$ cat src/rtl/sevenseg_pkg.sv
// Shared constants and helpers for the multiplexed seven-segment driver.
// Segment patterns are logical (1 = lit), bit 6 = a ... bit 0 = g.
package sevenseg_pkg;

    localparam logic [6:0] SEG_TABLE [16] = '{
        7'h7E, 7'h30, 7'h6D, 7'h79, 7'h33, 7'h5B, 7'h5F, 7'h70,
        7'h7F, 7'h7B, 7'h77, 7'h1F, 7'h4E, 7'h3D, 7'h4F, 7'h47
    };

    localparam logic [6:0] SEG_UNLIT = 7'h00;

    function automatic logic [6:0] hex2seg(input logic [3:0] hex);
        return SEG_TABLE[hex];
    endfunction

    // Counter width helper: never narrower than one bit.
    function automatic int unsigned min1_clog2(input int unsigned n);
        return (n > 1) ? $clog2(n) : 1;
    endfunction

endpackage

$ cat src/rtl/sevenseg_hex_decode.sv
// Combinational hex nibble to logical seven-segment pattern.
module sevenseg_hex_decode
    import sevenseg_pkg::*;
(
    input  logic [3:0] hex_i,
    output logic [6:0] seg_o
);

    assign seg_o = hex2seg(hex_i);

endmodule

$ cat src/rtl/sevenseg_scan_driver.sv
// Time-multiplexed N-digit seven-segment driver with double-buffered value,
// leading-zero blanking, per-digit decimal points and an inter-digit gap.
module sevenseg_scan_driver
    import sevenseg_pkg::*;
#(
    parameter int NUM_DIGITS     = 4,
    parameter int CLK_DIV        = 50000,
    parameter int BLANK_CYCLES   = 16,
    parameter bit AN_ACTIVE_LOW  = 1'b1,
    parameter bit SEG_ACTIVE_LOW = 1'b0
) (
    input  logic                    clk,
    input  logic                    rst,
    input  logic                    load,
    input  logic [4*NUM_DIGITS-1:0] value,
    input  logic [NUM_DIGITS-1:0]   dp_in,
    input  logic                    lzb_en,
    output logic [6:0]              seg,
    output logic                    dp,
    output logic [NUM_DIGITS-1:0]   an,
    output logic                    frame_done,
    output logic                    pending
);

    localparam int DW    = min1_clog2(CLK_DIV);
    localparam int IW    = min1_clog2(NUM_DIGITS);
    localparam int SLOTS = 1 << IW;

    localparam logic [6:0]            SEG_OFF = SEG_ACTIVE_LOW ? ~SEG_UNLIT : SEG_UNLIT;
    localparam logic                  DP_OFF  = SEG_ACTIVE_LOW;
    localparam logic [NUM_DIGITS-1:0] AN_OFF  = {NUM_DIGITS{AN_ACTIVE_LOW}};

    logic [DW-1:0]           div_cnt_q;
    logic [IW-1:0]           idx_q;
    logic [4*NUM_DIGITS-1:0] shadow_val_q, disp_val_q;
    logic [NUM_DIGITS-1:0]   shadow_dp_q, disp_dp_q;
    logic                    shadow_lzb_q, disp_lzb_q;
    logic                    pending_q;
    logic [6:0]              seg_q;
    logic                    dp_q;
    logic [NUM_DIGITS-1:0]   an_q;
    logic                    frame_done_q;

    logic tick, last_idx, boundary;

    assign tick     = (div_cnt_q == DW'(CLK_DIV - 1));
    assign last_idx = (idx_q == IW'(NUM_DIGITS - 1));
    assign boundary = tick && last_idx;

    // upper_zero[i]: display nibbles NUM_DIGITS-1 down to i are all zero.
    logic [NUM_DIGITS:0]   upper_zero;
    logic [3:0]            nib_arr [SLOTS];
    logic [SLOTS-1:0]      blank_vec;
    logic [SLOTS-1:0]      dp_vec;
    logic [NUM_DIGITS-1:0] an_onehot;

    assign upper_zero[NUM_DIGITS] = 1'b1;

    generate
        for (genvar gi = 0; gi < SLOTS; gi++) begin : g_slot
            if (gi < NUM_DIGITS) begin : g_digit
                assign nib_arr[gi]    = disp_val_q[4*gi +: 4];
                assign upper_zero[gi] = (disp_val_q[4*gi +: 4] == 4'h0) && upper_zero[gi+1];
                assign blank_vec[gi]  = disp_lzb_q && upper_zero[gi] && (gi != 0);
                assign dp_vec[gi]     = disp_dp_q[gi];
                assign an_onehot[gi]  = (idx_q == IW'(gi));
            end else begin : g_pad
                assign nib_arr[gi]   = 4'h0;
                assign blank_vec[gi] = 1'b0;
                assign dp_vec[gi]    = 1'b0;
            end
        end
    endgenerate

    logic [6:0] dec_seg;

    sevenseg_hex_decode u_decode (
        .hex_i (nib_arr[idx_q]),
        .seg_o (dec_seg)
    );

    logic [6:0]            seg_d;
    logic                  dp_d;
    logic [NUM_DIGITS-1:0] an_d;
    logic [NUM_DIGITS-1:0] an_logical;

    always_comb begin
        seg_d      = blank_vec[idx_q] ? SEG_UNLIT : dec_seg;
        dp_d       = dp_vec[idx_q];
        an_logical = (div_cnt_q >= DW'(BLANK_CYCLES)) ? an_onehot : '0;
        if (SEG_ACTIVE_LOW) begin
            seg_d = ~seg_d;
            dp_d  = ~dp_d;
        end
        an_d = AN_ACTIVE_LOW ? ~an_logical : an_logical;
    end

    always_ff @(posedge clk) begin
        if (rst) begin
            div_cnt_q    <= '0;
            idx_q        <= '0;
            shadow_val_q <= '0;
            shadow_dp_q  <= '0;
            shadow_lzb_q <= 1'b0;
            disp_val_q   <= '0;
            disp_dp_q    <= '0;
            disp_lzb_q   <= 1'b0;
            pending_q    <= 1'b0;
            frame_done_q <= 1'b0;
            seg_q        <= SEG_OFF;
            dp_q         <= DP_OFF;
            an_q         <= AN_OFF;
        end else begin
            div_cnt_q    <= tick ? '0 : div_cnt_q + 1'b1;
            if (tick) begin
                idx_q <= last_idx ? '0 : idx_q + 1'b1;
            end
            frame_done_q <= boundary;

            if (load) begin
                shadow_val_q <= value;
                shadow_dp_q  <= dp_in;
                shadow_lzb_q <= lzb_en;
            end

            // A load coinciding with the frame boundary bypasses the shadow.
            if (load && boundary) begin
                disp_val_q <= value;
                disp_dp_q  <= dp_in;
                disp_lzb_q <= lzb_en;
                pending_q  <= 1'b0;
            end else if (load) begin
                pending_q  <= 1'b1;
            end else if (boundary && pending_q) begin
                disp_val_q <= shadow_val_q;
                disp_dp_q  <= shadow_dp_q;
                disp_lzb_q <= shadow_lzb_q;
                pending_q  <= 1'b0;
            end

            seg_q <= seg_d;
            dp_q  <= dp_d;
            an_q  <= an_d;
        end
    end

    assign seg        = seg_q;
    assign dp         = dp_q;
    assign an         = an_q;
    assign frame_done = frame_done_q;
    assign pending    = pending_q;

endmodule

$ cat config.mk
export PLATFORM = sky130hd
export DESIGN_NAME = sevenseg_scan_driver
export DESIGN_NICKNAME = d
export VERILOG_FILES = /design/src/rtl/sevenseg_pkg.sv /design/src/rtl/sevenseg_hex_decode.sv /design/src/rtl/sevenseg_scan_driver.sv
export SDC_FILE = /design/constraint.sdc
export NUM_CORES = 1
export LEC_CHECK = 0
export CORE_MARGIN = 5
export CORE_UTILIZATION = 50
export DETAILED_ROUTE_END_ITERATION = 12
export PLACE_DENSITY = 0.72
export RECOVER_POWER = 100
export SLEW_MARGIN = 10
export SYNTH_ARGS = -nofsm -noshare
export SYNTH_HDL_FRONTEND = slang
export SYNTH_SLANG_ARGS = --single-unit
$ cat constraint.sdc
create_clock -name clk -period 5.8 [get_ports clk]
set_input_delay 1.45 -clock clk [delete_from_list [all_inputs] [get_ports clk]]
set_output_delay 1.45 -clock clk [all_outputs]
set_load 0.05 [all_outputs]
==> results of run 1 <==
-- metal layers --
layer  vias up  global-route usage (%)  wire length, um
li1       1293                       -                -
met1      1194                    22.8             3430
met2        52                    23.9             2940
met3         8                    4.99              344
met4         0                    8.06              121
met5         -                       0                0
-- worst max path at each step --
stage / start / slack [ns] / cells after the start / to
CTS: load / 2.41 / 4 / disp_dp_q[2]
detailed placement: load / 2.05 / 4 / disp_dp_q[2]
global placement: load / 2.08 / 4 / disp_val_q[4]
floorplan: load / 3.32 / 4 / disp_val_q[10]
global route: rst / 1.86 / 4 / disp_val_q[10]
finish: rst / 2.05 / 4 / disp_val_q[11]
-- metrics by stage --
stage / instances / power [mW]
2_1_floorplan: 344 / 0.580
3_3_place_gp: 444 / 0.610
3_5_place_dp: 444 / 0.611
4_1_cts: 460 / 1.06
5_1_grt: 460 / 1.09
6_report: 460 / 1.04
-- power by group through the flow --
stage / clock, mW / combinational (mW) / sequential, mW
5_1_grt: 0.481 / 0.0759 / 0.528
6_report: 0.447 / 0.0691 / 0.527
2_1_floorplan: 0 / 0.0330 / 0.547
3_3_place_gp: 0 / 0.0707 / 0.539
3_5_place_dp: 0 / 0.0719 / 0.539
4_1_cts: 0.459 / 0.0721 / 0.527
-- state kept, by name, summed over array words and instances, names as in the netlist --
register,flops
disp_val_q,16
div_cnt_q,16
shadow_val_q,16
seg,7
an,4
disp_dp_q,4
shadow_dp_q,4
idx_q,2
disp_lzb_q,1
dp,1
frame_done,1
pending,1
shadow_lzb_q,1
-- kinds of logic after synthesis --
group / count (synthesis) / share of synthesized area, %
AOI/OAI and AO/OA: 46 / 9.52
buffers and inverters: 32 / 4.16
and+or+nand+nor: 122 / 19.3
muxes: 44 / 16.2
xor gates and xnor gates: 13 / 3.29
DFF: 74 / 42.9
adders and majority gates: 13 / 4.71
-- final cells by class --
class	instances	area share, %
timing repair buffer	39	9.39
clock inverter	6	2.24
tap	80	2.49
inverter	13	1.21
sequential	74	36.8
clock buffer	10	3.42
multi-input combinational	238	44.4
-- cells in the final DEF, fill, tap and decap left out, types with 3 or more instances in the layout --
cell             Yosys  final
a211oi_1             3      3
a21oi_1              9      9
a22oi_1              8      8
clkbuf_8             0     10
clkdlybuf4s50_1      0     21
dfxtp_1             74     74
dlygate4sd3_1        0     16
ha_1                13     13
inv_1               13     13
mux2_1               0     10
mux2_2               5      5
mux2i_1             24     24
mux4_2               5      5
nand2_1             14     14
nand3_1             13     13
nand4_1              3      3
nor2_1              39     39
nor2b_1             16     16
nor3_1               7      7
nor4_1               7      7
o21ai_0              5      5
o2bb2ai_1            8      8
o31ai_1              3      3
or4_1                3      3
xnor2_1              8      8
xor2_1               5      5
==> summary.md, run 1 <==
| Metric | Value |
|---|---|
| Clock Tree Root | clkbuf_8 |
| Part of the power in registers | 50.5% |
| Layout Area Growth over Synthesis | 16.4% |
| Hold_sp | disp_dp_q[3] |
| Starting DRC count in detailed routing | 124 |
| Seq cells post-synth | 74 |
| Status | complete, no violations |
| First-pass GRT wire length | 11400 um |
| Reg2reg end | seg[1] |
| Remaining DRCs | 0 |
| P_int | 807 uW |
| Clock power share | 42.9% |
| I/O Pins | 38 |
| CTS tree | done |
| Die area | about 8700 um^2 |
| Startpoint types | primary input |
| Tmin final | 3.75 ns |
| Sw Ratio | a little under a quarter |
| Largest net degree at the start of global routing | 27 |
| Slew at the pin closest to its max-slew limit | 1.16 ns |
| Filler cell count | a little over 600 |
| Synth cell types | 55 |
| Yosys warns | 0 |
| Synth top cells by count | dfxtp_1, nor2_1, mux2i_1, nor2b_1, nand2_1 |
| Flip-flop and latch area | about 1500 um^2 |
| CTS H-tree depth | 3 |
| CTS buffer count | 9 |
| Share of cells above drive strength 1 | a little under 9% |
| Crit end category | flop |
| PwrDens | roughly 260 nW/um^2 |
| Slowest library cell on the worst path | dlygate4sd3_1 |
| Vias/cell | 5.54 |
| Count leader, synth | dfxtp_1 |
| GRT overflow | 0 |
| Final Cell Area | 4020 um^2 |
| RSZ-0062 raised after global routing | false |
| Hold_buf cts | 0 |
| Worst hold margin | roughly 0.47 ns |
| # clock sinks | 74 |
| Initial antenna violation count | 0 |
| Worst-path clk slew | ~0.070 ns |
| Reg2reg path depth | 5 |
| Yosys top cell area share | approximately 43% |
| Share of the yosys chip area belonging to registers | 42.9% |
| Initial core utilization | 51.2% |
| DP HPWL | 4880 um |
| Site Rows | 30 |
| WHS Path Cells | 1 |
| Largest area contributor in the synthesized netlist | dfxtp_1 |
| CP bufs+invs | 2 |
| Post-Route Skew | roughly 0.0096 ns |
| Final WL | 6840 um |
| Number of antenna-violating nets in the routed design | 0 |
| Footprint of the multi-input gates | 1790 um^2 |
| Top Family by Delay on Critical Path | buffers and inverters |
| Fin. Hold Viols | 0 |
| Slew Limit Fails | 0 |
| Global Route Usage Sum | 16.7% |
| Port Buf Inserts | 37 |
| Post-synth EDFFs | 0 |
| Area contributors post-synth | dfxtp_1, mux2i_1, ha_1 |
| Post-DP Area | 3850 um^2 |
| Worst slack, placed | approximately 2.0 ns |
| Synthesized Nets | 381 |
| CTS max path bufs | 2 |
| Reg2Reg Setup Slack | 3.40 ns |
| Synthesized instance count | between 300 and 400 |
| Maximum vdd drop | 0.000119 V |
| Reg2reg start | idx_q[0] |
| Data arrival, critical path | 3.98 ns |
| Die Y | roughly 93 um |
| Setup TNS | 0 ns |
| Fin util | 59.6% |
| Async S/R FF share, synth | 0% |
| Fmax | 0.267 GHz |
| Hold EP | disp_dp_q[3] |
| Ys flop type | dfxtp_1 |
| Drt first pass iters | 4 |
| Vias in the first global route | 2324 |
| Detailed-route via count | between 2000 and 3000 |
| Crit Path Class | primary input to flop |
| Worst min-delay path class | flop to flop |
| Slowest stage delay, CP | 1.17 ns |
| Comb power frac | between 6 and 7% |
| Max transition margin | roughly 23% |
| CORE AREA | a little under 7000 um^2 |
| Crit Path Max Fanout | 26 |
| Skew-Pair Late Insertion Delay | 0.35 ns |
| Ant. Diodes | 0 |
| Fin worst setup slack | 2.05 ns |
| Worst-path cell chain | dlygate4sd3_1 -> clkbuf_1 -> nor2_1 -> mux2_1 |
| Final net count | approximately 410 |
| Crit path required time | between 6 and 7 ns |
| Final Setup Violations | 0 |
| Leakage | 1.53 nW |
| Final GP Congestion | roughly 0.8 |
| Post-CTS Setup Repair Bufs | 0 |
| Syn Std Cell Area | around 3500 um^2 |
| WL/cell | 14.9 um |
| Sw power | ~240 uW |
| Max_cap viols | 0 |
| PostCTS Resize Cnt | 0 |
| Die W | 93.2 um |
| Period utilisation layout | around 65% |
| Avg Cell Area, Syn | 10.0 um^2 |
Power figures use the tool's default switching activity.
==> inputs of run 2 (changes only) <==
Settings changed: PLACE_DENSITY 0.72 to 0.75.
Clock period 5.8 ns to 3.2 ns, I/O delays scaled along.
==> summary.md, run 2 (same netlist as run 1, synthesis figures left out) <==
| Metric | Value |
|---|---|
| Tmin final | 2.49 ns |
| Routed length on met3 | 270 um |
| Detailed-route via count | about 2500 |
| Flip-flop and latch area | 1480 um^2 |
| Worst min-delay path class | flop to flop |
| Maximum vdd drop | around 0.00025 V |
| Crit end category | flop |
| GRT overflow | 0 |
| Startpoint types | flop |
| Crit Path Class | flop to flop |
| Number of antenna-violating nets in the routed design | 0 |
| Post-CTS Setup Repair Bufs | 0 |
| Setup TNS | 0 ns |
| PwrDens | 449 nW/um^2 |
| Fin. Hold Viols | 0 |
| First-pass GRT wire length | between 10000 and 15000 um |
| Drt first pass iters | 4 |
| DP HPWL | around 4800 um |
| Final GP Congestion | 0.833 |
| CTS buffer count | 9 |
| CTS max path bufs | 2 |
| Global Route Usage Sum | roughly 16% |
| Clock Tree Root | clkbuf_8 |
| Vias/cell | 5.47 |
| Largest net degree at the start of global routing | 25 |
| I/O Pins | 38 |
| Metal2 WL | 2900 um |
| Max transition margin | 29.4% |
| Slew at the pin closest to its max-slew limit | 1.06 ns |
| Final Setup Violations | 0 |
| Data arrival, critical path | between 2 and 3 ns |
| Die W | 93.2 um |
| Leakage | 1.55 nW |
| DR top layer | met4 |
| Status | complete, no violations |
| Met1 WL | about 3400 um |
| Site Rows | 30 |
| Port Buf Inserts | 37 |
| Final net count | 417 |
| WL/cell | between 10 and 15 um |
| Post-DP Area | 3880 um^2 |
| Die Y | 93.2 um |
| CTS H-tree depth | 3 |
| Biggest regs | disp_val_q: 16 flops, div_cnt_q: 16 flops, shadow_val_q: 16 flops |
| Skew-Pair Late Insertion Delay | 0.34 ns |
| Filler cell count | 607 |
| Fmax | ~0.40 GHz |
| CTS tree | done |
| Period utilisation layout | 77.9% |
| Footprint of the multi-input gates | 1780 um^2 |
| Initial antenna violation count | 0 |
| # clock sinks | 74 |
| Leading cell types in the layout, fill and taps excluded | dfxtp_1, nor2_1, mux2i_1, clkdlybuf4s50_1 |
| Slew Limit Fails | 0 |
| Vias in the first global route | 2351 |
| Share of cells above drive strength 1 | between 10% and 20% |
| Initial core utilization | 51.2% |
| Hold_buf cts | 0 |
| Crit Path Max Fanout | 13 |
| Fin util | 59.6% |
| CORE AREA | 6760 um^2 |
| Worst-path clk slew | 0.07 ns |
| Final Cell Area | 4030 um^2 |
| RSZ-0062 raised after global routing | false |
| Remaining DRCs | 0 |
| Total power | approximately 1.8 mW |
| Starting DRC count in detailed routing | 127 |
| Post-Route Skew | 0.00738 ns |
| Ant. Diodes | 0 |
| Most common cell after layout, fill and taps aside | dfxtp_1 |
| Crit path required time | roughly 3.4 ns |
| Max_cap viols | 0 |
| Die area | 8680 um^2 |
| Final WL | 6710 um |
| Layout Area Growth over Synthesis | 16.5% |
| PostCTS Resize Cnt | 0 |
## run 2: cell types whose count changed in the layout (fill, tap and decap cells not counted)
cell | before | now
buf_4 | 0 | 5
a2111oi_2 | 0 | 1
bufinv_16 | 2 | 1
nand4_4 | 1 | 0
clkbuf_8 | 10 | 11
clkinv_4 | 2 | 0
nand4_1 | 3 | 4
clkinv_2 | 1 | 3
a2111oi_0 | 2 | 1
## run 2: worst max-delay path, cell delays in order (launching register included)
cell	delay [ns]
dfxtp_1	0.48
clkbuf_1	0.42
ha_1	0.37
nand4_1	0.57
mux2_1	0.53
## run 2: path summary, 6_finish.rpt
| kind | start | to | slack, ns | cells past startpoint |
|---|---|---|---|---|
| min reg2reg | disp_dp_q[0] | disp_dp_q[0] | 0.47 | 1 |
| min | disp_dp_q[0] | disp_dp_q[0] | 0.47 | 1 |
| max reg2reg | idx_q[0] | disp_val_q[12] | 0.71 | 4 |
| max | idx_q[0] | disp_val_q[12] | 0.71 | 4 |
## run 2: final cells by class
class	instances	share of cell area, %
clock buffers	11	3.76
clock inverters	5	1.30
inverters	13	1.21
multi-input cells	238	44.2
flip-flops and latches	74	36.8
well taps	80	2.48
repair buffers	44	10.3
## run 2: layer usage
metal	track usage, %	vias to the layer above
met5	0	-
met4	7.69	0
met3	3.46	10
met2	23.6	53
met1	23.2	1180
li1	-	1299
## run 2: per-stage QoR
step	cells	hold slack [ns]	setup WS (ns)
2_1_floorplan	344	0.427	1.08
3_3_place_gp	449	0.442	0.800
3_5_place_dp	449	0.448	0.769
4_1_cts	465	0.466	0.850
5_1_grt	465	0.492	0.442
6_report	465	0.467	0.707
## run 2: where the power goes
group | internal, mW | total, mW | switching, mW
registers | 0.944 | 0.955 | 0.0106
logic | 0.0605 | 0.128 | 0.0673
clock network | 0.398 | 0.727 | 0.329
total | 1.40 | 1.81 | 0.407
